$ cat src/rtl/lsu_mem_initiator_if.sv
// Request/response handshake and data-memory port bundle for the load/store initiator.
// slave = initiator side, master = execute stage plus memory side.
interface lsu_mem_initiator_if;
    logic        req_valid;
    logic        req_ready;
    logic        req_we;
    logic [2:0]  req_funct3;
    logic [31:0] req_addr;
    logic [31:0] req_wdata;
    logic        resp_valid;
    logic        resp_ready;
    logic [31:0] resp_rdata;
    logic        resp_err;
    logic [31:0] mem_A;
    logic [31:0] mem_WD;
    logic        mem_WE;
    logic [2:0]  mem_MemSrc;
    logic [31:0] mem_RD;

    modport slave (
        input  req_valid, req_we, req_funct3, req_addr, req_wdata, resp_ready, mem_RD,
        output req_ready, resp_valid, resp_rdata, resp_err, mem_A, mem_WD, mem_WE, mem_MemSrc
    );

    modport master (
        output req_valid, req_we, req_funct3, req_addr, req_wdata, resp_ready, mem_RD,
        input  req_ready, resp_valid, resp_rdata, resp_err, mem_A, mem_WD, mem_WE, mem_MemSrc
    );
endinterface

$ cat src/rtl/lsu_mem_initiator.sv
// Load/store initiator: one registered memory cycle per request, sign-extended load data.
// Latency: accept at edge N, MEM in cycle N+1, response from cycle N+2 (errors skip MEM).
// Backpressure: req_ready low until the response handshakes; MISALIGN_TRAP_EN traps misaligned H/W.
module lsu_mem_initiator #(
    parameter int CNT_WIDTH = 16
) (
    input  logic                 clk,
    input  logic                 rst,
    lsu_mem_initiator_if.slave   bus,
    output logic [CNT_WIDTH-1:0] access_count
);

    typedef enum logic [1:0] {IDLE, MEM, RESP} state_t;

    state_t     state;
    logic       we_q;
    logic [2:0] funct3_q;
    logic       illegal;
    logic       misalign;

    always_comb begin
        illegal = (bus.req_funct3 == 3'b011) || (bus.req_funct3 == 3'b110) ||
                  (bus.req_funct3 == 3'b111) || (bus.req_we && bus.req_funct3[2]);
`ifdef MISALIGN_TRAP_EN
        misalign = ((bus.req_funct3[1:0] == 2'b01) && bus.req_addr[0]) ||
                   ((bus.req_funct3[1:0] == 2'b10) && (bus.req_addr[1:0] != 2'b00));
`else
        misalign = 1'b0;
`endif
    end

    // Memory already zero-extends by size; only the signed forms need work here.
    function automatic logic [31:0] load_ext(input logic [2:0] f3, input logic [31:0] rd);
        case (f3)
            3'b000:  load_ext = {{24{rd[7]}}, rd[7:0]};
            3'b001:  load_ext = {{16{rd[15]}}, rd[15:0]};
            default: load_ext = rd;
        endcase
    endfunction

    always_ff @(posedge clk) begin
        if (rst) begin
            state          <= IDLE;
            bus.req_ready  <= 1'b1;
            bus.resp_valid <= 1'b0;
            bus.resp_err   <= 1'b0;
            bus.resp_rdata <= 32'd0;
            bus.mem_WE     <= 1'b0;
            bus.mem_A      <= 32'd0;
            bus.mem_WD     <= 32'd0;
            bus.mem_MemSrc <= 3'd0;
            access_count   <= '0;
            we_q           <= 1'b0;
            funct3_q       <= 3'd0;
        end else begin
            case (state)
                IDLE: begin
                    if (bus.req_valid) begin
                        bus.req_ready <= 1'b0;
                        we_q          <= bus.req_we;
                        funct3_q      <= bus.req_funct3;
                        if (illegal || misalign) begin
                            state          <= RESP;
                            bus.resp_valid <= 1'b1;
                            bus.resp_err   <= 1'b1;
                            bus.resp_rdata <= 32'd0;
                        end else begin
                            state          <= MEM;
                            bus.mem_A      <= bus.req_addr;
                            bus.mem_WD     <= bus.req_wdata;
                            bus.mem_WE     <= bus.req_we;
                            bus.mem_MemSrc <= bus.req_funct3;
                        end
                    end
                end
                MEM: begin
                    state          <= RESP;
                    bus.mem_WE     <= 1'b0;
                    bus.resp_valid <= 1'b1;
                    bus.resp_err   <= 1'b0;
                    bus.resp_rdata <= we_q ? 32'd0 : load_ext(funct3_q, bus.mem_RD);
                    access_count   <= access_count + 1'b1;
                end
                RESP: begin
                    if (bus.resp_ready) begin
                        state          <= IDLE;
                        bus.req_ready  <= 1'b1;
                        bus.resp_valid <= 1'b0;
                        bus.resp_err   <= 1'b0;
                        bus.resp_rdata <= 32'd0;
                    end
                end
                default: state <= IDLE;
            endcase
        end
    end

endmodule

$ cat src/flat_wrapper.sv
// flat-port wrapper written by rule: the top's interface ports become plain ports
module lsu_mem_initiator_flat 
#(
    parameter int CNT_WIDTH = 16
)
  (clk, rst, access_count, bus_req_valid, bus_req_we, bus_req_funct3, bus_req_addr, bus_req_wdata, bus_resp_ready, bus_mem_RD, bus_req_ready, bus_resp_valid, bus_resp_rdata, bus_resp_err, bus_mem_A, bus_mem_WD, bus_mem_WE, bus_mem_MemSrc);
  lsu_mem_initiator_if bus_i ();
  input  logic clk;
  input  logic rst;
  output logic [CNT_WIDTH-1:0] access_count;
  input wire logic [$bits(bus_i.req_valid)-1:0] bus_req_valid;
  input wire logic [$bits(bus_i.req_we)-1:0] bus_req_we;
  input wire logic [$bits(bus_i.req_funct3)-1:0] bus_req_funct3;
  input wire logic [$bits(bus_i.req_addr)-1:0] bus_req_addr;
  input wire logic [$bits(bus_i.req_wdata)-1:0] bus_req_wdata;
  input wire logic [$bits(bus_i.resp_ready)-1:0] bus_resp_ready;
  input wire logic [$bits(bus_i.mem_RD)-1:0] bus_mem_RD;
  output wire logic [$bits(bus_i.req_ready)-1:0] bus_req_ready;
  output wire logic [$bits(bus_i.resp_valid)-1:0] bus_resp_valid;
  output wire logic [$bits(bus_i.resp_rdata)-1:0] bus_resp_rdata;
  output wire logic [$bits(bus_i.resp_err)-1:0] bus_resp_err;
  output wire logic [$bits(bus_i.mem_A)-1:0] bus_mem_A;
  output wire logic [$bits(bus_i.mem_WD)-1:0] bus_mem_WD;
  output wire logic [$bits(bus_i.mem_WE)-1:0] bus_mem_WE;
  output wire logic [$bits(bus_i.mem_MemSrc)-1:0] bus_mem_MemSrc;
  assign bus_i.req_valid = bus_req_valid;
  assign bus_i.req_we = bus_req_we;
  assign bus_i.req_funct3 = bus_req_funct3;
  assign bus_i.req_addr = bus_req_addr;
  assign bus_i.req_wdata = bus_req_wdata;
  assign bus_i.resp_ready = bus_resp_ready;
  assign bus_i.mem_RD = bus_mem_RD;
  assign bus_req_ready = bus_i.req_ready;
  assign bus_resp_valid = bus_i.resp_valid;
  assign bus_resp_rdata = bus_i.resp_rdata;
  assign bus_resp_err = bus_i.resp_err;
  assign bus_mem_A = bus_i.mem_A;
  assign bus_mem_WD = bus_i.mem_WD;
  assign bus_mem_WE = bus_i.mem_WE;
  assign bus_mem_MemSrc = bus_i.mem_MemSrc;
  lsu_mem_initiator #(.CNT_WIDTH(CNT_WIDTH)) u_core (.clk(clk), .rst(rst), .bus(bus_i), .access_count(access_count));
endmodule
$ cat config.mk
export PLATFORM = sky130hd
export DESIGN_NAME = lsu_mem_initiator_flat
export DESIGN_NICKNAME = d
export VERILOG_FILES = /design/src/rtl/lsu_mem_initiator_if.sv /design/src/rtl/lsu_mem_initiator.sv /design/src/flat_wrapper.sv
export SDC_FILE = /design/constraint.sdc
export NUM_CORES = 1
export LEC_CHECK = 0
export CAP_MARGIN = 20
export CORE_ASPECT_RATIO = 0.75
export CORE_MARGIN = 5
export CORE_UTILIZATION = 44
export DETAILED_ROUTE_END_ITERATION = 6
export PLACE_DENSITY = 0.85
export SYNTH_ARGS = -nofsm -noshare
export SYNTH_HDL_FRONTEND = slang
export SYNTH_SLANG_ARGS = --single-unit
$ cat constraint.sdc
create_clock -name clk -period 4 [get_ports clk]
set_input_delay 0.4 -clock clk [delete_from_list [all_inputs] [get_ports clk]]
set_output_delay 0.4 -clock clk [all_outputs]
set_load 0.05 [all_outputs]
After elaboration in Yosys (flattened, before gate mapping)
Index checks and enable logic that the tools add are counted.
{ "word_totals": {"register_bits": 125, "in_bits": 104, "out_inout_bits": 119, "elab_cells": 60} }
{ "classes": {"add_sub_neg": 1, "eq_ne": 10, "mux": 21, "bitwise": 1, "n_reduce_logical": 15} }
{ "ops": {"columns": ["operator", "n"], "rows": [
  ["2-to-1 mux 32 bit", 4],
  ["case mux 32 bit (3 select lines)", 1],
  ["case mux 32 bit (2 select lines)", 1],
  ["adder 16 x 1 -> 16 bit (second input constant)", 1],
  ["AND reduction 3 bit", 3],
  ["2-to-1 mux 1 bit", 7],
  ["equality test 3 bit (second input constant)", 2],
  ["2-to-1 mux 2 bit", 3],
  ["!= test 2 bit (second input constant)", 3],
  ["case mux 1 bit (3 select lines)", 2],
  ["case mux 2 bit (3 select lines)", 1],
  ["case mux 1 bit (2 select lines)", 2],
  ["AND reduction 2 bit", 2],
  ["AND reduction 4 bit", 1],
  ["nonzero test 2 bit", 2],
  ["equality test 3 x 1 -> 1 bit (second input constant)", 1],
  ["equality test 3 x 2 -> 1 bit (second input constant)", 1],
  ["zero test 3 bit", 1],
  ["logical OR 1 bit", 3],
  ["nonzero test 3 bit", 1],
  ["equality test 2 x 1 -> 1 bit (second input constant)", 1],
  ["equality test 2 bit (second input constant)", 1],
  ["zero test 2 bit", 1],
  ["!= test 2 x 1 -> 1 bit (second input constant)", 1],
  ["2 further kinds", 2]
]} }

Logic depth before layout (Yosys ltp)
{ "depth": {"depth_word": 7, "depth_mapped": 10} }

Worst setup path before layout
Ideal clock, no wire load.
{ "synth_path": {"path_type": "register to register", "from": "register u_core.state[0]", "to": "register u_core.bus.resp_rdata[18]", "setup_ns": 0.070, "arrival_time_ns": 1.816, "path_slack_ns": 2.114, "path_stages_with_launch": 8, "period_less_slack_ns": 1.886, "cell_sequence": "dfxtp_1 inv_1 ha_1 a21boi_2 a2111oi_4 buf_6 o211ai_1 a21oi_1"} }
{ "synth_between": {"elab_chain_len": 3, "word_cells_on_any_way": 9, "cone_classes": "5 x eq/ne; 1 x mux; 3 x reduce/logical"} }
{ "synth_rtl": {"columns": ["item", "line", "rtl"], "rows": [
  ["start, declared", "lsu_mem_initiator.sv:15", "state_t state;"],
  ["start signal, assigned", "lsu_mem_initiator.sv:43", "state <= IDLE;"],
  ["start signal, assigned", "lsu_mem_initiator.sv:63", "state <= RESP;"],
  ["start signal, assigned", "lsu_mem_initiator.sv:68", "state <= MEM;"],
  ["equality test 2 bit, or another cell as far along", "lsu_mem_initiator.sv:56", "case (state)"],
  ["!= test 2 bit (no line), or another cell as far along", null, null],
  ["AND reduction 4 bit (no line)", null, null],
  ["end signal, assigned", "lsu_mem_initiator.sv:81", "bus.resp_rdata <= we_q ? 32'd0 : load_ext(funct3_q, bus.mem_RD);"],
  ["end, declared", "lsu_mem_initiator_if.sv:22", "output req_ready, resp_valid, resp_rdata, resp_err, mem_A, mem_WD, mem_WE, mem_MemSrc"]
]} }
Parallel ways exist; a longest one is shown, timed or not.
A chain may end at the register's enable or synchronous reset.

Final worst setup path
{ "layout_path": {"from": "register u_core.state[1]", "to": "register u_core.bus.mem_A[7]"} }
{ "layout_between": {"elab_chain_len": 2} }
{ "layout_rtl": {"columns": ["item", "line", "rtl"], "rows": [
  ["zero test 2 bit", "lsu_mem_initiator.sv:56", null],
  ["AND reduction 3 bit (no line)", null, null],
  ["end signal, assigned", "lsu_mem_initiator.sv:69", "bus.mem_A <= bus.req_addr;"],
  ["end, declared", "lsu_mem_initiator_if.sv:22", null]
]} }
Every way passes these cells.

==> impl_metrics.env <==
export IMPL_grt_pass1_vias=4720
export IMPL_drt_wl_total_mm=14.66
export IMPL_seq_power_share_pct=36.8
export IMPL_ctsLongestPathBuffers=2
export IMPL_synth_most_common_cell="nand2_1"
export IMPL_status="finished, final reports clean"
export IMPL_viasPerCell=5.141
export IMPL_hold_path_depth=2
export IMPL_drt_first_pass_iters=5
export IMPL_yosys_top_cells_count="nand2_1 (172), dfxtp_1 (125), a21oi_1 (100)"
export IMPL_async_flop_share_pct=0
export IMPL_rsz0062_at_grt="false"
export IMPL_criticalPathCategory="flop to flop"
export IMPL_place_congestion=0.8324
export IMPL_p_total_uw=3715
export IMPL_die_y_um=100.2
export IMPL_synth_edff_count=0
export IMPL_path_clk_slew_ns=0.06
export IMPL_area_growth_pct=60.01
export IMPL_grt_start_max_net_pins=83
export IMPL_cp_required_ns=4.33
export IMPL_synthDistinctLibCells=36
export IMPL_setup_viol=0
export IMPL_tns_ns=0
export IMPL_grt_util_met2_pct=36.72
export IMPL_antenna_found_initial=0
export IMPL_skew_ns=0.006377
export IMPL_h_tree_depth=4
export IMPL_vias=4827
export IMPL_met1_usage_pct=25.71
export IMPL_dp_hpwl_mm=10.31
export IMPL_yosysTopAreaCell="dfxtp_1"
export IMPL_drt_iter0_markers=227
export IMPL_p_clk_share_pct=41.9
export IMPL_critPathLaunchType="flop"
export IMPL_place_inst=907
export IMPL_finalNonFillerCells=939
export IMPL_finalNetCount=895
export IMPL_powerDensity_nw_per_um2=486.2
export IMPL_slew_headroom_pct=32.17
export IMPL_wire_per_inst_um=15.61
export IMPL_ios=223
export IMPL_design_core_area_um2=10780
export IMPL_ff2ff_path_depth=7
export IMPL_cts_resized=0
export IMPL_power_leakage_uw=0.002644
export IMPL_slew_violations=0
export IMPL_cts_sinks=125
export IMPL_initial_core_util_pct=44.31
export IMPL_ys_ff_latch=125
export IMPL_hold_path_class="input pin to flop"
export IMPL_cts_made_buffers=17
export IMPL_track_usage_pct=22.10
export IMPL_clock_fmax_mhz=407.8
export IMPL_rows=33
export IMPL_ir_drop_mv=0.2830
export IMPL_syn_area_per_cell_um2=8.204
export IMPL_max_cap_violations=0
export IMPL_fin_ws_ns=1.548
export IMPL_clk_latency_ns=0.41
export IMPL_swShare_pct=29.85
export IMPL_netlist_top_cells_area="dfxtp_1 (52%), nand2_1 (14%), a21oi_1 (10%), o211ai_1 (2.7%), nor2_1 (2.0%)"
export IMPL_synth_area_um2=4775
export IMPL_grt_pass1_wl_mm=23.00
export IMPL_final_core_util_pct=70.89
export IMPL_die_x_um=130.3
export IMPL_root_buffer="clkbuf_16"
export IMPL_ant_nets=0
export IMPL_p_sw_uw=1109
export IMPL_period_needed_ns=2.452
export IMPL_period_share_pct=61.31
export IMPL_ys_warnings_count=0
export IMPL_internal_power_uw=2606
export IMPL_ys_seq_area_share_pct=52.41
export IMPL_synth_ff_type="dfxtp_1"
export IMPL_use_met3_pct=8.883
export IMPL_dp_slack_ns=1.283
export IMPL_report_final_hold_viol_count=0
export IMPL_worst_pin_slew_ns=1.018
export IMPL_tritoncts="done"
export IMPL_slowest_delay_ns=0.71
export IMPL_cp_end_kind="flop"
export IMPL_syn_nets=691
export IMPL_drc=0
export IMPL_crit_chain="inv_1 -> ha_1 -> and2_1 -> and3_2 -> buf_4 -> nand2_1 -> a21oi_1"
export IMPL_combPwrFrac_pct=21.3
export IMPL_grt_overflow=0
export IMPL_drive_above_1_share_pct=5.507
export IMPL_post_cts_buffers=0
export IMPL_port_buffers=222
export IMPL_cp_arrival_ns=2.78
export IMPL_slowest_stage="and3_2"
export IMPL_postCtsHoldBufs=0
export IMPL_die_area_um2=13060
export IMPL_crit_path_max_fanout=41
export IMPL_top_usage_layer="met2"
export IMPL_antenna_cells=0
export IMPL_syn_inst=582
export IMPL_synth_top_cell_area_share_pct=52.41
-- worst max-delay path: cells and delay by family (launching register included) --
kind                     cells  cell delay [ns]
flip-flops                   1             0.33
AND/OR/NAND/NOR              3             1.11
buffers and inverters        2             0.51
AO/OA/AOI/OAI                1             0.15
adder cells (fa/ha/maj)      1             0.29
-- cell families (layout without fill, tap and decap cells) --
family,count (synthesis),in the layout,synth area share [%]
DFF,125,125,52.41
buffers and inverters,46,263,4.481
muxes,2,2,0.4193
xor gates and xnor gates,11,11,2.018
AOI/OAI and AO/OA,143,143,17.69
adders and majority gates,5,5,1.310
and+or+nand+nor,250,250,21.67
-- through the flow --
step,area (um^2),hold slack (ns)
6_report,7640,0.4471
5_1_grt,7640,0.4505
4_1_cts,7640,0.4300
3_5_place_dp,7030,0.4453
3_3_place_gp,7003,0.4377
2_1_floorplan,4775,0.4446
-- registers in the layout (all words and copies together) (netlist names), 2 cells and up --
name,count
u_core.access_count,16
u_core.bus.mem_A,32
u_core.bus.mem_MemSrc,3
u_core.funct3_q,3
u_core.bus.resp_rdata,32
u_core.state,2
u_core.bus.mem_WD,32
-- cell usage in the layout (no fill, tap or decap), types with 4 or more instances in the layout --
master           count
clkbuf_16           17
nor4_1               4
xnor2_1              8
clkdlybuf4s50_1    221
nor3_1              14
a211oi_1            12
a21oi_1            100
nand4_1              5
clkinv_4             4
dfxtp_1            125
o21ai_0              6
nand2_1            172
nor2_1              26
nand2b_1             4
ha_1                 5
clkinvlp_4           4
buf_4                4
o211ai_1            17
inv_1                5
nand3_1             13
-- power by group through the flow --
| stage | registers, uW | clock network (uW) | logic [uW] |
|---|---|---|---|
| global placement | 1390 | 0 | 777 |
| CTS | 1370 | 1580 | 799 |
| finish | 1370 | 1560 | 793 |
| floorplan | 1630 | 0 | 262 |
| detailed placement | 1390 | 0 | 792 |
| global route | 1380 | 1660 | 846 |
-- metal layers --
layer	vias to the layer above	share of wire, %
met5	-	0
met3	26	11
met4	0	1.6
li1	2371	-
met2	203	49
met1	2227	39
-- area by class of cell --
| type | count | area, um^2 |
|---|---|---|
| fill | 799 | 3137 |
| sequential | 125 | 2502 |
| timing repair buffer | 226 | 2270 |
| multi-input combinational | 411 | 2064 |
| clock buffer | 18 | 439.2 |
| tap | 140 | 175.2 |
| clock inverter | 14 | 170.2 |
| inverter | 5 | 18.77 |
-- path summary, 6_finish.rpt --
check	start	to	slack, ns
hold reg to reg	u_core.bus.resp_rdata[27]	u_core.bus.resp_rdata[27]	0.45
hold / removal	rst	u_core.access_count[8]	0.45
setup reg to reg	u_core.state[1]	u_core.bus.mem_A[7]	1.55
setup / recovery	u_core.state[1]	u_core.bus.mem_A[7]	1.55
No activity file was read; power rests on OpenSTA's default activity.
